$ cat src/rtl/fwd_hazard_if.sv
// -----------------------------------------------------------------------------
// fwd_hazard_if
// Bundle of pipeline-side signals seen by the forwarding / load-use hazard unit.
//
// Parameters:
//   REG_AW  - register-address width in bits
//   NUM_SRC - source operands per instruction (1..4)
//
// Signals (packed operand i at [i*REG_AW +: REG_AW], select i at [2i+1:2i]):
//   id_rs, id_rs_used        ID-stage source registers and their use flags
//   ex_rs, ex_memread, ex_rd EX-stage sources, load flag and destination
//   mem_regwrite, mem_rd     EX/MEM writeback enable and destination
//   wb_regwrite, wb_rd       MEM/WB writeback enable and destination
//   flush_i                  taken branch/jump, kills IF/ID and ID/EX
//   fwd_sel                  per-operand forwarding mux select
//   stall_pc, stall_ifid     hold PC / IF-ID register
//   flush_idex               load a bubble into ID/EX
//
// Modports: master = pipeline side, slave = hazard unit.
// -----------------------------------------------------------------------------
interface fwd_hazard_if #(
    parameter int REG_AW  = 5,
    parameter int NUM_SRC = 2
);
    logic [NUM_SRC*REG_AW-1:0] id_rs;
    logic [NUM_SRC-1:0]        id_rs_used;
    logic [NUM_SRC*REG_AW-1:0] ex_rs;
    logic                      ex_memread;
    logic [REG_AW-1:0]         ex_rd;
    logic                      mem_regwrite;
    logic [REG_AW-1:0]         mem_rd;
    logic                      wb_regwrite;
    logic [REG_AW-1:0]         wb_rd;
    logic                      flush_i;
    logic [2*NUM_SRC-1:0]      fwd_sel;
    logic                      stall_pc;
    logic                      stall_ifid;
    logic                      flush_idex;

    modport master (
        output id_rs, id_rs_used, ex_rs, ex_memread, ex_rd,
               mem_regwrite, mem_rd, wb_regwrite, wb_rd, flush_i,
        input  fwd_sel, stall_pc, stall_ifid, flush_idex
    );

    modport slave (
        input  id_rs, id_rs_used, ex_rs, ex_memread, ex_rd,
               mem_regwrite, mem_rd, wb_regwrite, wb_rd, flush_i,
        output fwd_sel, stall_pc, stall_ifid, flush_idex
    );
endinterface

$ cat src/rtl/fwd_hazard_unit.sv
// -----------------------------------------------------------------------------
// fwd_hazard_unit
// Operand forwarding (EX/MEM over MEM/WB, register 0 never forwarded) plus a
// load-use stall controller that inserts LOAD_LAT bubbles per hazard. A flush
// aborts any stall and forces a bubble into ID/EX.
//
// Parameters:
//   REG_AW   - register-address width (must match the interface)
//   NUM_SRC  - source operands per instruction, 1..4 (must match the interface)
//   LOAD_LAT - bubbles per load-use hazard, 1..7
//
// Ports:
//   clk   - core clock, rising edge
//   rst_n - synchronous active-low reset; all outputs held 0 while low
//   bus   - fwd_hazard_if.slave (pipeline inputs, forwarding/stall outputs)
//   stall_cnt (only with `define STALL_CNT_EN) - saturating count of cycles
//             with stall_pc asserted
// -----------------------------------------------------------------------------
module fwd_hazard_unit #(
    parameter int REG_AW   = 5,
    parameter int NUM_SRC  = 2,
    parameter int LOAD_LAT = 1
) (
    input  logic         clk,
    input  logic         rst_n,
    fwd_hazard_if.slave  bus
`ifdef STALL_CNT_EN
    ,
    output logic [31:0]  stall_cnt
`endif
);

    localparam int CNT_W = $clog2(LOAD_LAT + 1);

    typedef enum logic {
        IDLE  = 1'b0,
        STALL = 1'b1
    } state_t;

    state_t               state, state_nxt;
    logic [CNT_W-1:0]     cnt, cnt_nxt;
    logic                 hazard;
    logic [2*NUM_SRC-1:0] fwd_raw;

    // Forwarding selects from live inputs; EX/MEM wins over MEM/WB.
    always_comb begin
        // NOTE: every variable gets a default before any branch so no latch is inferred.
        fwd_raw = '0;
        for (int i = 0; i < NUM_SRC; i++) begin
            if (bus.mem_regwrite && (bus.mem_rd != '0) &&
                (bus.mem_rd == bus.ex_rs[i*REG_AW +: REG_AW])) begin
                fwd_raw[2*i +: 2] = 2'b10;
            end else if (bus.wb_regwrite && (bus.wb_rd != '0) &&
                         (bus.wb_rd == bus.ex_rs[i*REG_AW +: REG_AW])) begin
                fwd_raw[2*i +: 2] = 2'b01;
            end
        end
    end

    // Load in EX whose destination is read by the instruction in ID.
    always_comb begin
        hazard = 1'b0;
        if (bus.ex_memread && (bus.ex_rd != '0)) begin
            for (int i = 0; i < NUM_SRC; i++) begin
                if (bus.id_rs_used[i] && (bus.id_rs[i*REG_AW +: REG_AW] == bus.ex_rd)) begin
                    hazard = 1'b1;
                end
            end
        end
    end

    // State register.
    always_ff @(posedge clk) begin
        // NOTE: sequential state uses non-blocking assignments so all flops update together.
        if (!rst_n) begin
            state <= IDLE;
            cnt   <= '0;
        end else begin
            state <= state_nxt;
            cnt   <= cnt_nxt;
        end
    end

    // Next-state logic. The IDLE cycle that detects the hazard is the first
    // bubble, so STALL only covers the remaining LOAD_LAT-1.
    always_comb begin
        state_nxt = state;
        cnt_nxt   = cnt;
        if (bus.flush_i) begin
            state_nxt = IDLE;
            cnt_nxt   = '0;
        end else begin
            case (state)
                IDLE: begin
                    if (hazard && (LOAD_LAT > 1)) begin
                        state_nxt = STALL;
                        cnt_nxt   = CNT_W'(LOAD_LAT - 1);
                    end
                end
                STALL: begin
                    cnt_nxt = cnt - CNT_W'(1);
                    if (cnt == CNT_W'(1)) begin
                        state_nxt = IDLE;
                    end
                end
                default: begin
                    state_nxt = IDLE;
                    cnt_nxt   = '0;
                end
            endcase
        end
    end

    // Output logic. Reset masks everything; flush beats any stall request.
    always_comb begin
        bus.fwd_sel    = '0;
        bus.stall_pc   = 1'b0;
        bus.stall_ifid = 1'b0;
        bus.flush_idex = 1'b0;
        if (rst_n) begin
            bus.fwd_sel = fwd_raw;
            if (bus.flush_i) begin
                bus.flush_idex = 1'b1;
            end else if ((state == STALL) || ((state == IDLE) && hazard)) begin
                bus.stall_pc   = 1'b1;
                bus.stall_ifid = 1'b1;
                bus.flush_idex = 1'b1;
            end
        end
    end

`ifdef STALL_CNT_EN
    always_ff @(posedge clk) begin
        if (!rst_n) begin
            stall_cnt <= '0;
        end else if (bus.stall_pc && (stall_cnt != 32'hFFFF_FFFF)) begin
            stall_cnt <= stall_cnt + 32'd1;
        end
    end
`endif

endmodule

$ cat src/flat_wrapper.sv
// flat-port wrapper written by rule: the top's interface ports become plain ports
module fwd_hazard_unit_flat 
#(
    parameter int REG_AW   = 5,
    parameter int NUM_SRC  = 2,
    parameter int LOAD_LAT = 1
)
  (clk, rst_n, bus_id_rs, bus_id_rs_used, bus_ex_rs, bus_ex_memread, bus_ex_rd, bus_mem_regwrite, bus_mem_rd, bus_wb_regwrite, bus_wb_rd, bus_flush_i, bus_fwd_sel, bus_stall_pc, bus_stall_ifid, bus_flush_idex);
  fwd_hazard_if #(.REG_AW(REG_AW), .NUM_SRC(NUM_SRC)) bus_i ();
  input  logic clk;
  input  logic rst_n;
  input wire logic [$bits(bus_i.id_rs)-1:0] bus_id_rs;
  input wire logic [$bits(bus_i.id_rs_used)-1:0] bus_id_rs_used;
  input wire logic [$bits(bus_i.ex_rs)-1:0] bus_ex_rs;
  input wire logic [$bits(bus_i.ex_memread)-1:0] bus_ex_memread;
  input wire logic [$bits(bus_i.ex_rd)-1:0] bus_ex_rd;
  input wire logic [$bits(bus_i.mem_regwrite)-1:0] bus_mem_regwrite;
  input wire logic [$bits(bus_i.mem_rd)-1:0] bus_mem_rd;
  input wire logic [$bits(bus_i.wb_regwrite)-1:0] bus_wb_regwrite;
  input wire logic [$bits(bus_i.wb_rd)-1:0] bus_wb_rd;
  input wire logic [$bits(bus_i.flush_i)-1:0] bus_flush_i;
  output wire logic [$bits(bus_i.fwd_sel)-1:0] bus_fwd_sel;
  output wire logic [$bits(bus_i.stall_pc)-1:0] bus_stall_pc;
  output wire logic [$bits(bus_i.stall_ifid)-1:0] bus_stall_ifid;
  output wire logic [$bits(bus_i.flush_idex)-1:0] bus_flush_idex;
  assign bus_i.id_rs = bus_id_rs;
  assign bus_i.id_rs_used = bus_id_rs_used;
  assign bus_i.ex_rs = bus_ex_rs;
  assign bus_i.ex_memread = bus_ex_memread;
  assign bus_i.ex_rd = bus_ex_rd;
  assign bus_i.mem_regwrite = bus_mem_regwrite;
  assign bus_i.mem_rd = bus_mem_rd;
  assign bus_i.wb_regwrite = bus_wb_regwrite;
  assign bus_i.wb_rd = bus_wb_rd;
  assign bus_i.flush_i = bus_flush_i;
  assign bus_fwd_sel = bus_i.fwd_sel;
  assign bus_stall_pc = bus_i.stall_pc;
  assign bus_stall_ifid = bus_i.stall_ifid;
  assign bus_flush_idex = bus_i.flush_idex;
  fwd_hazard_unit #(.REG_AW(REG_AW), .NUM_SRC(NUM_SRC), .LOAD_LAT(LOAD_LAT)) u_core (.clk(clk), .rst_n(rst_n), .bus(bus_i));
endmodule
$ cat config.mk
export PLATFORM = sky130hd
export DESIGN_NAME = fwd_hazard_unit_flat
export DESIGN_NICKNAME = d
export VERILOG_FILES = /design/src/rtl/fwd_hazard_if.sv /design/src/rtl/fwd_hazard_unit.sv /design/src/flat_wrapper.sv
export SDC_FILE = /design/constraint.sdc
export NUM_CORES = 1
export LEC_CHECK = 0
export BUFFER_PORTS_ARGS = -buffer_cell sky130_fd_sc_hd__buf_2
export CAP_MARGIN = 15
export CORE_MARGIN = 2
export CORE_UTILIZATION = 35
export CTS_CLUSTER_SIZE = 8
export DETAILED_ROUTE_END_ITERATION = 8
export GPL_TIMING_DRIVEN = 0
export PLACE_DENSITY = 0.83
export SYNTH_ARGS = -nofsm -noshare
export SYNTH_HDL_FRONTEND = slang
export SYNTH_SLANG_ARGS = --single-unit
$ cat constraint.sdc
create_clock -name clk -period 1.85 [get_ports clk]
set_clock_uncertainty 0.1 [all_clocks]
set_input_delay 0.2775 -clock clk [delete_from_list [all_inputs] [get_ports clk]]
set_output_delay 0.2775 -clock clk [all_outputs]
set_load 0.01 [all_outputs]
==> results of run 1 <==
## report_power, final
part	switching (mW)	total, mW	internal, mW
sequential	0	0.0435	0.0435
clock	0.0220	0.0934	0.0714
combinational	0.0812	0.173	0.0920
total	0.103	0.310	0.207
## area by class of cell
class                           instances  area share
Clock buffer                            3      0.0240
Tap cell                               15      0.0200
Sequential cell                         2      0.0427
Timing Repair Buffer                   50       0.355
Multi-Input combinational cell         60       0.559
## through the flow
| step | power [mW] | std cells |
|---|---|---|
| 4_1_cts | 0.307 | 130 |
| 3_5_place_dp | 0.183 | 127 |
| 5_1_grt | 0.342 | 130 |
| 3_3_place_gp | 0.178 | 127 |
| 2_1_floorplan | 0.106 | 63 |
| 6_report | 0.310 | 130 |
## cell families after synthesis
group | after synthesis | share of synthesized area
flip-flops | 2 | 0.0779
AND/OR/NAND/NOR | 22 | 0.294
AO/OA/AOI/OAI | 7 | 0.0852
XOR/XNOR | 31 | 0.528
buffers and inverters | 1 | 0.0146
## placed cells by master, fill, tap and decap left out, types with 3 or more instances in the layout
master    Yosys  final
nor4_2        2      3
clkbuf_4      0      3
buf_6         0      8
buf_2         0     35
xor2_1       23     23
or4_1         5      3
xnor2_1       8      8
nand2_1       3      3
buf_4         1      5
## path summary, 6_finish.rpt
path / from / end / slack, ns / depth (start not counted)
max: bus_ex_rs[8] / bus_fwd_sel[2] / -0.009 / 5
max reg2reg: u_core.state / u_core.cnt / 1.03 / 2
min: bus_flush_i / u_core.cnt / 0.29 / 3
min reg2reg: u_core.cnt / u_core.state / 0.44 / 1
## per-layer routing
metal  up-vias  GRT usage
met5         -          0
met4         0     0.0750
met1       290      0.176
met2        29      0.409
met3         0     0.0603
li1        329          -
## tightest hold or removal path, stage by stage
cell and delay [ns]:
buf_2 0.08, nor2b_1 0.06, and2_1 0.14
## flip-flops by register name (all words and copies together) (netlist names)
name          count
u_core.state      1
u_core.cnt        1
## timing repair
item,in CTS,in global routing
pin swaps,13,11
setup buffers,1,0
hold endpoints to repair,0,0
setup endpoints to repair,5,6
resized for setup,25,7
==> out/results.tsv, run 1 <==
metric	value	unit
pre_cts_slack	-0.181	ns
register_area	40.0	sq um
hold_class	input pin to flip-flop	
syn_avg_cell_area	8.16	sq um
antenna_cells	0	
setup_viol_count_final	2	
cts_root_buffer	clkbuf_4	
synthCells	63	
numPortBuffers	49	
vias	648	
die-area	0.00179	sq mm
first_pass_iters	4	
initial_core_util	0.386	
fmax	538	MHz
grt_usage	0.200	
timing.critical_path.cells	buf_6 > xor2_1 > or4_1 > nor4_2 > buf_2	
syn_area	514	sq um
grt_pass1_vias	712	
yosys.area.top_type	xor2_1	
fin_crit	1.86	ns
cts.hold.buffers_added	0	
top_layer	met3	
synth_edf_count	0	
met2_length	1000	um
gr-total-overflow	0	
fp.dieW	42.3	um
synth_top_cells_by_count	xor2_1 (23), xnor2_1 (8), or4_1 (5)	
cts_buffers	3	
antenna_found_initial	0	
wl_per_cell	13.4	um
cts_buffer_depth	2	
vias_per_cell	4.98	
syn_nets	106	
synth.top_cell.area_share	0.392	
vdd_drop_max	312	uV
cts_tree	built	
tns	-0.0168	ns
max_slew.worst_pin.slew	0.259	ns
worstPathArrival	1.48	ns
fin_ws	-0.00942	ns
slowest_delay	0.53	ns
dr_wl_met3	161	um
hold_viol_final	0	
synthTopCellsByArea	xor2_1 (39%), xnor2_1 (14%), dfxtp_1 (7.8%)	
relSlewSlack	0.826	
rsz0062_at_grt	true	
outcome	finished with violations	
cellLeakagePower	0.434	nW
finalCritPeriodShare	1.01	
worstPathRequired	1.47	ns
fin_util	0.704	
htreeDepth	1	
postPlaceCellArea	778	sq um
drc	0	
slowest_stage	or4_1	
first_iter_violations	8	
drive_gt1_frac	0.548	
chipHeight	42.3	um
grt_pass1_wl	2790	um
gp_congestion	0.809	
power_density	330	mW/mm^2
hold_ws	0.290	ns
dp_hpwl	1420	um
start_kind	input pin	
ys_warn_count	0	
ys.flop_type	dfxtp_1	
cp-end-kind	primary output	
final_nets	160	
areaGrowthSynthToFinish	82.5	%
cts_sinks	2	
rows	13	
grt_start_max_net_pins	7	
synthDistinctLibCells	19	
io_pins	50	
final.fill_count	119	
drtAntennaViolNets	0	
violations	setup timing	
synth-seq-area-share	0.0779	
finalWirelength	1750	um
insertion_delay	0.22	ns
crit_family	simple AND/OR/NAND/NOR gates	
cap_viol_max_count	0	
critPathMaxFanout	2	
crit_buf_inv	2	
core_area	0.00133	sq mm
wl_met1	579	um
finalInstanceArea	938	sq um
multi_input_area	524	sq um
async_flop_share	0	
crit_type	input pin to primary output	
clkSlewWorstSetupHoldPaths	0.03	ns
finalMaxSlewViolations	0	
synth.most_common_cell	xor2_1	
synth_seq_cells	2	
No activity file was read; power rests on OpenSTA's default activity.
==> inputs of run 2 (changes only) <==
ABC_AREA = 1   (was not set)
PLACE_DENSITY = 0.78   (was 0.83)
==> run 2 against run 1 <==
Against the previous run:
- the flow now finishes without violations
- wire length increased by 1.9%
- sequential share of layout area about the same
- fmax increased by 12%
- synthesized cell count increased by 98%
- non-clock buffer count unchanged
- die area increased by 20%
- via count increased by 42%
- register-to-register slack got worse by 0.10 ns
- sequential power about the same
- critical path depth increased by 6
- combinational power decreased by 6%
- sequential cell count unchanged
- critical path type unchanged
==> out/results.tsv, run 2 <==
metric	value	unit	change
outcome	completed		
rows	15		+2
cts.hold.buffers_added	0		unchanged
synthDistinctLibCells	18		-1
intPower	0.193	mW	-6.5%
gr-total-overflow	0		unchanged
areaGrowthSynthToFinish	47.4	%	
power_density	327	mW/mm^2	-0.97%
drc	0		unchanged
slowest_delay	0.17	ns	-0.36 ns
fp.dieW	46.4	um	+9.7%
reg2reg_depth	3		+1
synthTopCellsByArea	nand2_1 (26%), xnor2_1 (15%), inv_1 (13%)		
synth_edf_count	0		unchanged
first_pass_iters	4		unchanged
cts_buffers	3		unchanged
cts_sinks	2		unchanged
rsz0062_at_grt	false		
core_area	0.00171	sq mm	+28%
vias	920		+42%
chipHeight	46.4	um	+9.7%
insertion_delay	0.23	ns	about the same
antenna_found_initial	0		unchanged
syn_area	631	sq um	+23%
crit_buf_inv	4		+2
cts_root_buffer	clkbuf_4		
vias_per_cell	4.55		-8.6%
syn_avg_cell_area	5.04	sq um	-38%
finalWirelength	1780	um	+1.9%
cellLeakagePower	0.577	nW	+33%
worstPathRequired	1.47	ns	about the same
cts_tree	built		
synth_top_cells_by_count	nand2_1 (43), inv_1 (22), nor2_1 (17)		
htreeDepth	1		unchanged
hold_class	input pin to flip-flop		
cpMostUsedCell	nand2_1		
numPortBuffers	49		unchanged
layout_commonest_cell	buf_2		
timing.critical_path.cells	buf_2 > inv_1 > nand2_1 > nand2_1 > nor2_1 > nand3_1 > nand2_1 > nand2_1 > a21oi_1 > buf_4 > buf_2		
cap_viol_max_count	0		unchanged
worstPathArrival	1.28	ns	-0.20 ns
max_slew.worst_pin.slew	0.332	ns	+0.0729 ns
synthCells	125		+98%
synth.top_cell.area_share	0.256		-0.136
async_flop_share	0		unchanged
grt_start_max_net_pins	6		-1
clkSlewWorstSetupHoldPaths	0.03	ns	about the same
synth_seq_cells	2		unchanged
finalCritPeriodShare	0.895		-0.111
start_kind	input pin		
slowest_stage	a21oi_1		
tns	0	ns	+0.0168 ns
grt_pass1_vias	781		+9.7%
combPwrFrac	0.534		-0.025
p_seq_frac	0.143		+0.003
synth-seq-area-share	0.0635		-0.0144
antenna_cells	0		unchanged
die-area	0.00216	sq mm	+20%
synth.most_common_cell	nand2_1		
io_pins	50		unchanged
fmax	604	MHz	+12%
dp_hpwl	1630	um	+15%
crit_family	simple AND/OR/NAND/NOR gates		
clkPwrFrac	0.323		+0.022
setup_viol_count_final	0		-2
register_area	40.0	sq um	unchanged
yosys.area.top_type	nand2_1		
vdd_drop_max	216	uV	-31%
multi_input_area	497	sq um	-5.3%
layout_common_cells	buf_2 (49), nand2_1 (43), inv_1 (22), nor2_1 (17), xnor2_1 (11)		
hold_path_depth	4		+1
path_depth	11		+6
drive_gt1_frac	0.322		-0.226
wl_per_cell	8.81	um	-34%
gp_congestion	0.829		+2.4%
grt_usage	0.178		-0.0221
cts_resized	0		-100%
fin_crit	1.65	ns	-0.204 ns
syn_nets	168		+58%
final.fill_count	181		+52%
cp-end-kind	primary output		
ys.flop_type	dfxtp_1		
switching_power	0.111	mW	+7.3%
reg.largest.list	u_core.cnt x1, u_core.state x1		
cts_buffer_depth	2		unchanged
hold_viol_final	0		unchanged
first_iter_violations	11		+3
crit_type	input pin to primary output		
critPathMaxFanout	3		+1
relSlewSlack	0.776		-0.0497
grt_pass1_wl	2750	um	-1.7%
drtAntennaViolNets	0		unchanged
cts_setup_buffers	0		-1
swShare	0.364		+0.0311
fin_util	0.544		-0.159
final_nets	222		+39%
finalMaxSlewViolations	0		unchanged
initial_core_util	0.369		-0.0163
ys_warn_count	0		unchanged
## run 2: changes by cell type in the layout (fill, tap and decap cells not counted), sizes merged, moves of 5 or more
cell	change
inv	+23
nand2	+40
nor2	+17
nor3	+6
nor4	-6
or4	-5
xor2	-19
## run 2: logic make-up after synthesis
kind of cell,share of synthesized area
AND/OR/NAND/NOR,0.492
buffers and inverters,0.149
XOR/XNOR,0.208
AO/OA/AOI/OAI,0.0873
flip-flops,0.0635
## run 2: worst register-to-register path, delay by kind of cell (launching register included)
family / cells / cell delay, ns
AOI/OAI and AO/OA: 1 / 0.12
buffers and inverters: 1 / 0.06
and+or+nand+nor: 1 / 0.28
DFF: 1 / 0.30
## run 2: power groups by stage
stage	clock network [mW]	logic (mW)	registers, mW
floorplan	0	0.0841	0.0440
global placement	0	0.157	0.0440
detailed placement	0	0.163	0.0440
CTS	0.103	0.163	0.0434
global route	0.109	0.183	0.0434
finish	0.0984	0.162	0.0435
## run 2: layer usage
metal	track usage	up-vias	part of all wire
met1	0.171	388	0.39
met5	0	-	0
met2	0.358	44	0.52
met4	0.0857	0	0.014
met3	0.0235	4	0.080
li1	-	484	-
## run 2: worst paths after layout
kind / startpoint / endpoint / slack [ns]
worst min register to register: u_core.cnt / u_core.cnt / 0.36
worst max-delay path: bus_ex_rd[1] / bus_stall_pc / 0.20
worst max register to register: u_core.state / u_core.cnt / 0.93
worst min-delay path: bus_flush_i / u_core.cnt / 0.24
## run 2: stage by stage
stage	instance area, sq um	worst slack (ns)	power, mW	hold slack, ns	std cells
after floorplan	631	0.372	0.128	0.338	125
after global placement	907	0.205	0.201	0.346	199
after detailed placement	907	0.182	0.207	0.352	199
after CTS	930	0.180	0.310	0.238	202
after global routing	930	0.0710	0.335	0.298	202
final	930	0.195	0.304	0.243	202
## run 2: cell type report
type / count / area share
multi-input combinational: 99 / 0.534
timing repair buffer: 49 / 0.264
inverter: 23 / 0.0929
sequential: 2 / 0.0431
tap: 25 / 0.0336
clock buffer: 3 / 0.0242
buffer: 1 / 0.00808
==> inputs of run 3 (changes only) <==
CORE_MARGIN = 4   (was 2)
CTS_BUF_LIST = sky130_fd_sc_hd__clkbuf_4 sky130_fd_sc_hd__clkbuf_8   (was not set)
==> run 3 against run 2 <==
Against the previous run:
- non-clock buffer count did not move
- final cell count did not move
- total power rose by 0.24%
- fmax fell by 0.55%
- first-iteration DRC count fell by 45%
- sequential cell count did not move
- via count fell by 1.5%
==> out/results.tsv, run 3 (same netlist as run 2, synthesis figures left out) <==
metric	value	unit	change
grt_usage	0.166		-0.0126
cts_root_buffer	clkbuf_4		
drtAntennaViolNets	0		unchanged
critPathMaxFanout	4		+1
hold_viol_final	0		unchanged
core_area	0.00171	sq mm	unchanged
areaGrowthSynthToFinish	47.4	%	unchanged
finalWirelength	1920	um	+7.8%
finalMaxSlewViolations	0		unchanged
fmax	601	MHz	-0.55%
fin_ws	0.186	ns	-0.00923 ns
grt_pass1_vias	962		+23%
crit_type	input pin to primary output		
layout_commonest_cell	buf_2		
reg2reg_depth	3		unchanged
cap_viol_max_count	0		unchanged
reg.largest.list	u_core.cnt x1, u_core.state x1		
final_nets	222		unchanged
fin_util	0.544		unchanged
cts_resized	0		unchanged
cts_tree	built		
drive_gt1_frac	0.322		unchanged
vias	906		-1.5%
tns	0	ns	unchanged
finalCritPeriodShare	0.900		+0.00499
worstPathRequired	1.47	ns	about the same
antenna_cells	0		unchanged
cts.hold.buffers_added	0		unchanged
first_pass_iters	4		unchanged
cellLeakagePower	0.577	nW	unchanged
hold_class	input pin to flip-flop		
cts_buffer_depth	2		unchanged
vdd_drop_max	149	uV	-31%
rsz0062_at_grt	false		
outcome	completed		
grt_start_max_net_pins	6		unchanged
timing.rr.start	u_core.state		
numPortBuffers	49		unchanged
pre_cts_slack	0.179	ns	-0.00318 ns
hold_end	u_core.cnt		
cp-end-kind	primary output		
cts_setup_buffers	0		unchanged
gr-total-overflow	0		unchanged
cts_buffers	3		unchanged
gp_congestion	0.838		+1.1%
fp.dieW	50.4	um	+8.6%
hold_path_depth	4		unchanged
r2r_end	u_core.cnt		
first_iter_violations	6		-5
worstPathArrival	1.29	ns	about the same
max_slew.worst_pin.slew	0.296	ns	-0.0356 ns
rrSetupSlack	0.92	ns	about the same
fin_crit	1.66	ns	+0.00923 ns
chipHeight	50.4	um	+8.6%
die-area	0.00254	sq mm	+18%
dp_hpwl	1710	um	+4.7%
start_kind	input pin		
worstHoldStart	bus_flush_i		
clkSlewWorstSetupHoldPaths	0.03	ns	about the same
rows	15		unchanged
grt_pass1_wl	3340	um	+22%
wl_per_cell	9.50	um	+7.8%
htreeDepth	1		unchanged
relSlewSlack	0.800		+0.0240
cts_sinks	2		unchanged
insertion_delay	0.23	ns	about the same
layout_common_cells	buf_2 (49), nand2_1 (43), inv_1 (22), nor2_1 (17), xnor2_1 (11)		
power	0.305	mW	+0.24%
antenna_found_initial	0		unchanged
vias_per_cell	4.49		-1.5%
io_pins	50		unchanged
setup_viol_count_final	0		unchanged
drc	0		unchanged
initial_core_util	0.369		unchanged
power_density	328	mW/mm^2	+0.24%
-- run 3: where the power goes --
group / internal (mW) / switching [mW] / total [mW]
Sequential: 0.0435 / 0 / 0.0435
Clock: 0.0718 / 0.0279 / 0.0996
Combinational: 0.0783 / 0.0836 / 0.162
-- run 3: worst max path at each step --
stage / from / endpoint / slack (ns) / cells after the start
after floorplan: bus_ex_rd[3] / bus_stall_pc / 0.37 / 9
after global placement: bus_ex_rd[1] / bus_stall_pc / 0.21 / 11
after detailed placement: bus_ex_rd[3] / bus_stall_pc / 0.18 / 11
after CTS: bus_ex_rd[3] / bus_stall_pc / 0.18 / 11
after global routing: bus_ex_rd[0] / bus_stall_pc / 0.02 / 11
final: bus_ex_rd[3] / bus_stall_pc / 0.19 / 11
-- run 3: layer usage --
layer	part of all wire	vias up	wire (um)	GRT usage
met5	0	-	0	0
met4	0.016	0	30	0.0942
met3	0.10	4	193	0.0297
met2	0.49	45	941	0.309
met1	0.39	372	752	0.171
li1	-	485	-	-
-- run 3: area by class of cell --
cell class | count | area (sq um)
fill | 186 | 778
multi-input combinational | 99 | 497
timing repair buffer | 49 | 245
inverter | 23 | 86.3
sequential | 2 | 40.0
tap | 25 | 31.3
clock buffer | 3 | 22.5
buffer | 1 | 7.51
-- run 3: through the flow --
stage                     hold WS (ns)  instances  area [sq um]
after floorplan                  0.338        125           631
after global placement           0.347        199           907
after detailed placement         0.361        199           907
after CTS                        0.236        202           930
after global routing             0.271        202           930
final                            0.245        202           930
-- run 3: worst max-delay path: stages --
cell and delay, ns:
buf_2 0.08, inv_1 0.06, nand2_1 0.06, nand2_1 0.04
nor2_1 0.13, nand3_1 0.08, nand2_1 0.07, nand2_1 0.06
a21oi_1 0.17, buf_4 0.13, buf_2 0.12
